===== config.mk =====
export PLATFORM = sky130hd
export DESIGN_NAME = sdram_port_arbiter
export DESIGN_NICKNAME = d
export VERILOG_FILES = /design/src/rtl/sdram_port_arbiter.sv
export SDC_FILE = /design/constraint.sdc
export NUM_CORES = 1
export LEC_CHECK = 0
export ABC_AREA = 1
export CAP_MARGIN = 20
export CORE_ASPECT_RATIO = 0.8
export CORE_MARGIN = 3
export CORE_UTILIZATION = 39
export CTS_CLUSTER_SIZE = 24
export DETAILED_ROUTE_END_ITERATION = 10
export PLACE_DENSITY_LB_ADDON = 0.08
export SYNTH_ARGS = -nofsm -noshare
export SYNTH_HDL_FRONTEND = slang
export SYNTH_SLANG_ARGS = --single-unit

===== constraint.sdc =====
create_clock -name clk -period 5.1 [get_ports clk]
set_input_delay 1.02 -clock clk [delete_from_list [all_inputs] [get_ports clk]]
set_output_delay 1.02 -clock clk [all_outputs]
set_load 0.1 [all_outputs]

===== src/rtl/sdram_port_arbiter.sv =====
// Two-port arbiter sharing the SDRAM controller master port, with in-order read-response routing.
// Optional build macro SDRAM_ARB_ROUND_ROBIN_EN: round-robin on contention instead of fixed port-0 priority.
module sdram_port_arbiter #(
  parameter int ADDR_W    = 22,
  parameter int DATA_W    = 16,
  parameter int TAG_DEPTH = 4
) (
  input  logic                  clk,
  input  logic                  reset,
  input  logic [ADDR_W-1:0]     p0_addr,
  input  logic [DATA_W-1:0]     p0_wdata,
  input  logic [DATA_W/8-1:0]   p0_be,
  input  logic                  p0_rd,
  input  logic                  p0_wr,
  output logic                  p0_wait,
  output logic [DATA_W-1:0]     p0_rdata,
  output logic                  p0_rvalid,
  input  logic [ADDR_W-1:0]     p1_addr,
  input  logic [DATA_W-1:0]     p1_wdata,
  input  logic [DATA_W/8-1:0]   p1_be,
  input  logic                  p1_rd,
  input  logic                  p1_wr,
  output logic                  p1_wait,
  output logic [DATA_W-1:0]     p1_rdata,
  output logic                  p1_rvalid,
  output logic [ADDR_W-1:0]     m_addr,
  output logic [DATA_W-1:0]     m_wdata,
  output logic [DATA_W/8-1:0]   m_be_n,
  output logic                  m_cs,
  output logic                  m_rd_n,
  output logic                  m_wr_n,
  input  logic                  m_waitrequest,
  input  logic [DATA_W-1:0]     m_rdata,
  input  logic                  m_rvalid,
  output logic                  rsp_err
);

  localparam int BE_W  = DATA_W / 8;
  localparam int PTR_W = $clog2(TAG_DEPTH);
  localparam int CNT_W = PTR_W + 1;

  localparam logic [0:0] ST_IDLE   = 1'b0;
  localparam logic [0:0] ST_LOCKED = 1'b1;

  logic [0:0]        state;
  logic              lock_port;
`ifdef SDRAM_ARB_ROUND_ROBIN_EN
  logic              last_grant;
`endif

  logic              req0, req1, rd0, rd1;
  logic              elig0, elig1;
  logic              tag_full, tag_empty;
  logic              grant_port, present, accepted;
  logic              sel_rd, sel_wr;
  logic [ADDR_W-1:0] sel_addr;
  logic [DATA_W-1:0] sel_wdata;
  logic [BE_W-1:0]   sel_be;
  logic              push, pop, pop_id;

  logic              tag_mem [TAG_DEPTH];
  logic [PTR_W-1:0]  wr_ptr, rd_ptr;
  logic [CNT_W-1:0]  tag_count;

  // A write wins over a read when both strobes are high; reads are held off while the tag FIFO is full.
  assign req0      = p0_rd | p0_wr;
  assign req1      = p1_rd | p1_wr;
  assign rd0       = p0_rd & ~p0_wr;
  assign rd1       = p1_rd & ~p1_wr;
  assign tag_full  = (tag_count == CNT_W'(TAG_DEPTH));
  assign tag_empty = (tag_count == '0);
  assign elig0     = req0 & ~(rd0 & tag_full);
  assign elig1     = req1 & ~(rd1 & tag_full);

  always_comb begin
    grant_port = 1'b0;
    present    = 1'b0;
    if (reset) begin
      present = 1'b0;
    end else if (state == ST_LOCKED) begin
      grant_port = lock_port;
      present    = lock_port ? elig1 : elig0;
    end else if (elig0 && elig1) begin
`ifdef SDRAM_ARB_ROUND_ROBIN_EN
      grant_port = ~last_grant;
`else
      grant_port = 1'b0;
`endif
      present    = 1'b1;
    end else if (elig0) begin
      grant_port = 1'b0;
      present    = 1'b1;
    end else if (elig1) begin
      grant_port = 1'b1;
      present    = 1'b1;
    end
  end

  assign sel_rd    = grant_port ? rd1 : rd0;
  assign sel_wr    = grant_port ? p1_wr : p0_wr;
  assign sel_addr  = grant_port ? p1_addr : p0_addr;
  assign sel_wdata = grant_port ? p1_wdata : p0_wdata;
  assign sel_be    = grant_port ? p1_be : p0_be;

  assign m_cs      = present;
  assign m_rd_n    = ~(present & sel_rd);
  assign m_wr_n    = ~(present & sel_wr);
  assign m_addr    = present ? sel_addr : '0;
  assign m_wdata   = present ? sel_wdata : '0;
  assign m_be_n    = present ? ~sel_be : '1;

  assign accepted  = present & ~m_waitrequest;
  assign p0_wait   = ~(accepted & ~grant_port);
  assign p1_wait   = ~(accepted & grant_port);

  assign push      = accepted & sel_rd;
  assign pop       = m_rvalid & ~tag_empty;
  assign pop_id    = tag_mem[rd_ptr];

  // A stalled command pins the grant; leaving LOCKED happens on acceptance or if the request vanishes.
  always_ff @(posedge clk or posedge reset) begin
    if (reset) begin
      state     <= ST_IDLE;
      lock_port <= 1'b0;
    end else if (present && m_waitrequest) begin
      state     <= ST_LOCKED;
      lock_port <= grant_port;
    end else begin
      state     <= ST_IDLE;
    end
  end

`ifdef SDRAM_ARB_ROUND_ROBIN_EN
  always_ff @(posedge clk or posedge reset) begin
    if (reset) begin
      last_grant <= 1'b1;
    end else if (accepted) begin
      last_grant <= grant_port;
    end
  end
`endif

  always_ff @(posedge clk or posedge reset) begin
    if (reset) begin
      wr_ptr    <= '0;
      rd_ptr    <= '0;
      tag_count <= '0;
    end else begin
      if (push) begin
        wr_ptr <= wr_ptr + PTR_W'(1);
      end
      if (pop) begin
        rd_ptr <= rd_ptr + PTR_W'(1);
      end
      case ({push, pop})
        2'b10:   tag_count <= tag_count + CNT_W'(1);
        2'b01:   tag_count <= tag_count - CNT_W'(1);
        default: tag_count <= tag_count;
      endcase
    end
  end

  always_ff @(posedge clk) begin
    if (push) begin
      tag_mem[wr_ptr] <= grant_port;
    end
  end

  // Read data is routed to the port recorded at the head of the tag FIFO; orphan responses are flagged.
  always_ff @(posedge clk or posedge reset) begin
    if (reset) begin
      p0_rvalid <= 1'b0;
      p1_rvalid <= 1'b0;
      p0_rdata  <= '0;
      p1_rdata  <= '0;
      rsp_err   <= 1'b0;
    end else begin
      p0_rvalid <= pop & ~pop_id;
      p1_rvalid <= pop & pop_id;
      if (pop && !pop_id) begin
        p0_rdata <= m_rdata;
      end
      if (pop && pop_id) begin
        p1_rdata <= m_rdata;
      end
      if (m_rvalid && tag_empty) begin
        rsp_err <= 1'b1;
      end
    end
  end

endmodule

# Word level (Yosys, flattened, before mapping)
# Memory sizes are Yosys's and may differ from the RTL's.
# Index checks and enable logic that the tools add are counted.
# classes
bitwise	30
n_eq_ne	3
mux	22
add_sub_neg	4
reduce_logical	8
# op_table
operator	n
two-way mux 22 bit	2
two-way mux 16 bit	2
AND 1 bit	15
two-way mux 1 bit	15
inverter 1 bit	12
case mux 3 bit (2 select lines)	1
logical AND 1 bit	5
adder 2 x 1 -> 2 bit (second input constant)	2
two-way mux 2 bit	2
adder 3 x 1 -> 3 bit (second input constant)	1
== test 3 bit (second input constant)	1
zero test 3 bit	1
subtractor 3 x 1 -> 3 bit (second input constant)	1
== test 2 x 1 -> 1 bit (second input constant)	1
== test 2 bit (second input constant)	1
inverter 2 bit	1
OR 1 bit	2
nonzero test 2 bit	1
zero test 1 bit	1
# totals
in_bits	104
ramBits	4
reg_bits	44
word_cells	78
mem_count	1
# mem_list
memory	depth	word_bits	rd	rd_clocked_by_memory_dff	wr	line	rtl
tag_mem	4	1	1	0	1	61	logic tag_mem [TAG_DEPTH];

# Longest topological paths before layout
# depth
word_depth	14
depth_mapped	16
ltp_nobuf	15

# Least setup slack after synthesis
# Ideal clock, no wire load.
# synth_path
kind	input to output
start	in reset
end	out m_addr[20]
t_required_ns	4.080
path_stages	6
arrival_time_ns	4.252
slack_ns	-0.172
cell_sequence	inv_1 -> nand2_2 -> inv_2 -> buf_2 -> o21ai_1 -> nor2_1
# synth_between
elab_cells_between_ends	4
cone_classes	mux: 4
# synth_rtl
item	line	rtl
start: declaration	9	input logic reset,
two-way mux 1 bit	78	if (reset) begin
net m_cs	29	output logic m_cs,
two-way mux 22 bit	108	assign m_addr = present ? sel_addr : '0;
end: declaration	26	output logic [ADDR_W-1:0] m_addr,
# The timed path passes the listed nets, and every way through them passes these cells.

# Final worst setup path
# layout_path
start	in p0_rd
end	out m_wdata[9]
# layout_between
elab_chain_len	10
elab_cells_between_ends	17
cone_classes	mux: 11; bitwise: 5; reduce/logical: 1
# layout_rtl
item	line	rtl
start: declaration	13	input logic p0_rd,
AND 1 bit	68	assign rd0 = p0_rd & ~p0_wr;
AND 1 bit	72	assign elig0 = req0 & ~(rd0 & tag_full);
inverter 1 bit	72	
AND 1 bit (*)	72	
two-way mux 1 bit or logical AND 1 bit (tied branches)	90, 83	
two-way mux 1 bit	83	end else if (elig0 && elig1) begin
two-way mux 1 bit	80	end else if (state == ST_LOCKED) begin
two-way mux 1 bit	78	
two-way mux 16 bit	102	assign sel_wdata = grant_port ? p1_wdata : p0_wdata;
two-way mux 16 bit (*)	109	assign m_wdata = present ? sel_wdata : '0;
end: declaration	27	output logic [DATA_W-1:0] m_wdata,
# Mark *: on every way between the ends. The rest lies on a longest branch, timed or not.

==> flow_summary.ini <==
[critical_path]
cp-start-kind = primary input
crit_slowest_cell = inv_2
critPathKind = primary input to output pin
critPathRequiredTime_ns = 4.08
crit_chain = clkdlybuf4s50_1 -> inv_1 -> nor2_1 -> nand3_1 -> nand2_1 -> nand2_1 -> nand2_2 -> nand2_2 -> inv_2 -> nor2_1 -> nor2_1 -> buf_12
timing.critical_path.buf_inv = 4
r2r_slack_ns = 2.13
crit_top_cell = nor2_1
worstReg2RegEnd = tag_count[2]
cp.arrival_ns = 3.17
cp_top_family = buffers and inverters
rr_worst_depth = 16
critPathMaxStageDelay_ns = 0.54
end_kind = output pin
r2r-start = tag_count[0]
worstPathMaxFanout = 45

[sta]
fmax_ghz = 0.2389
setup_tns_ns = 0
setup_viol = 0
rsz0062_at_grt = false
whs_ns = 0.4862
slew_headroom = 0.3252
post-route-period-util = 0.8207
fin_skew_ns = 0.008975
slew_violations = 0
final-hold-violation-count = 0
worstMarginPinSlew_ns = 1.009
min_period_ns = 4.186

[logic_synthesis]
synth-edff-count = 4
synth-main-ff-cell = dfrtp_1
syn-num-nets = 474
yosysUniqueCellTypes = 26
synthTopCellsByArea = dfrtp_1, nor2_1, nand2_1
yosys.area_share.xor_xnor = 0.009615
netlist_area_um2 = 2733
yosys-top-cells-count = nor2_1, nand2_1, dfrtp_1, inv_1, o21ai_0
synth_compound_area_frac = 0.1648
avgSynthCellArea_um2 = 7.507
yosysMostFrequentCell = nor2_1
synth_mux_area_frac = 0
async_flop_share = 0.9167
ys_seq_area_frac = 0.4469
synth_top_area_cell = dfrtp_1
synth_cells = 364
synth_simple_gate_area_frac = 0.2427
synth_top_area_frac = 0.4029
synth_seq_cells = 48
synthAdderAreaFrac = 0.03022
ys_warn_count = 0
synth_top_family_by_area = simple AND/OR/NAND/NOR gates

[power_and_ir_drop]
powerDensity_nw_per_um2 = 605.6
seqPwrFrac = 0.207
p_int_mw = 1.255
combPwrFrac = 0.704
peakVddDrop_v = 0.0005273
sw_frac_of_total = 0.5945
p_switching_mw = 1.840
leakage_nw = 2.284
pwr-share-clk = 0.090

[drt]
antenna_left = 0
first_pass_iters = 6
routedWlPerCell_um = 14.27
drt_wl_total_mm = 8.889
drc = 0
drtIter0Drc = 119
routed_via_density = 4.795
via_count = 2987

[clock_tree]
cts.sinks = 48
cts_tree = done
cts_buffers = 5
clk_pin_slew_worst_paths_ns = 0.08
clkLatencyLatePin_ns = 0.30
holdBufCountCts = 0
cts_htree_levels = 2
clk_path_buf_depth = 2
cts_root_buf = clkbuf_8
cts.repair.resized = 0
post_cts_buffers = 0

[hold_path]
min_to = p0_rdata[15]
hold_path.class = register to register
holdPathStages = 2
worstHoldStart = p0_rdata[15]

[floorplan]
core_um2 = 6571
die_area_um2 = 8053
die_x_um = 99.59
die_height_um = 80.87
io_pins = 184
initial_core_util = 0.4158
num_rows = 26

[final_layout]
areaGrowthSynthToFinish_pct = 87.04
antennaDiodeCount = 0
nFillCells = 451
final_layout_size_suffix_gt1_frac = 0.1614
nNetsFinal = 648
layoutNonFillerInstCount = 623

[place]
dp_cells = 615
hpwl_mm = 7.109
port_buffers = 183
place_congestion = 0.8024

[flow_run]
maxCapViolations = 0

[run_status]
outcome = completed

[grt]
grt_pass1_vias = 2966
antenna_found_initial = 0
grt_use_total = 0.2213
grt_overflow = 0
grt_pass1_wl_mm = 14.41
grt_start_max_net_pins = 47
==> routing by layer <==
metal | part of all wire | wire [µm] | vias up | GRT usage
li1 | - | - | 1483 | -
met1 | 0.40 | 3597 | 1375 | 0.2672
met2 | 0.51 | 4570 | 115 | 0.4075
met3 | 0.062 | 552 | 14 | 0.04464
met4 | 0.019 | 167 | 0 | 0.05457
met5 | 0 | 0 | - | 0
==> placed cells by master, fill, tap and decap left out, drive strengths merged, types with 4 or more instances in the layout <==
cell type,netlist,routed
clkdlybuf4s50,0,138
buf,16,48
ha,5,5
dfrtp,44,44
a21oi,4,4
nand3,7,7
nor2,92,92
o21ai,76,76
clkbuf,3,8
edfxtp,4,4
inv,41,41
nand2,66,66
==> how the worst max path moves through the flow <==
stage / start / to / slack [ns] / depth (start not counted)
after global placement: p0_rd / m_wdata[9] / 0.98 / 12
after CTS: p0_rd / m_wdata[9] / 0.91 / 12
after floorplan: reset / m_addr[6] / 0.20 / 6
after detailed placement: p0_rd / m_wdata[9] / 0.91 / 12
after global routing: p0_rd / m_addr[0] / 0.68 / 12
final: p0_rd / m_wdata[9] / 0.91 / 12
==> worst reg2reg max path, stage by stage (launching register included) <==
cell and delay, ns:
dfrtp_1 0.42, nor2_2 0.20, nand2_1 0.08, nand2_1 0.07, nand2_1 0.07, nand2_1 0.08
nand2_2 0.07, nand2_2 0.07, buf_4 0.47, nand2_2 0.13, nand3_4 0.14, ha_1 0.16
inv_1 0.07, fa_1 0.39, a21oi_1 0.16, o21ai_0 0.12, xor2_1 0.15
==> per-stage QoR <==
stage               power [mW]  instance area [µm²]  setup WS, ns  utilization
floorplan                2.222                 2753        0.2013            -
global placement         2.797                 4990        0.9775       0.7593
detailed placement       2.837                 4990        0.9133       0.7593
CTS                      3.117                 5111        0.9114       0.7778
global route             3.249                 5111        0.6817       0.7778
finish                   3.095                 5111        0.9144       0.7778
==> power groups by stage <==
stage	Combinational (mW)	Clock [mW]	Sequential, mW
global route	2.29	0.298	0.664
CTS	2.19	0.282	0.641
floorplan	0.654	0	1.57
detailed placement	2.19	0	0.646
global placement	2.15	0	0.643
finish	2.18	0.277	0.640
==> area by class of cell <==
cell class,instances,area (µm²),area share
timing repair buffer,186,2267,0.4436
multi-input combinational,256,1242,0.2431
sequential,48,1221,0.2389
inverter,41,153.9,0.03011
clock buffer,8,121.4,0.02375
tap,84,105.1,0.02056
==> sequential cells by signal (all words and copies together) (netlist names) <==
register	flops
p1_rvalid	1
p0_rvalid	1
lock_port	1
state	1
p0_rdata	16
tag_mem	4
rd_ptr	2
tag_count	3
wr_ptr	2
p1_rdata	16
rsp_err	1
==> cell families (layout without fill, tap and decap cells) <==
family	after synthesis	count (layout)
fa+ha+maj	6	6
flops	48	48
compound gates	81	81
simple gates	166	166
xor+xnor	3	3
buf+inv	60	235
Note: power is estimated with default switching activity, not from simulation.
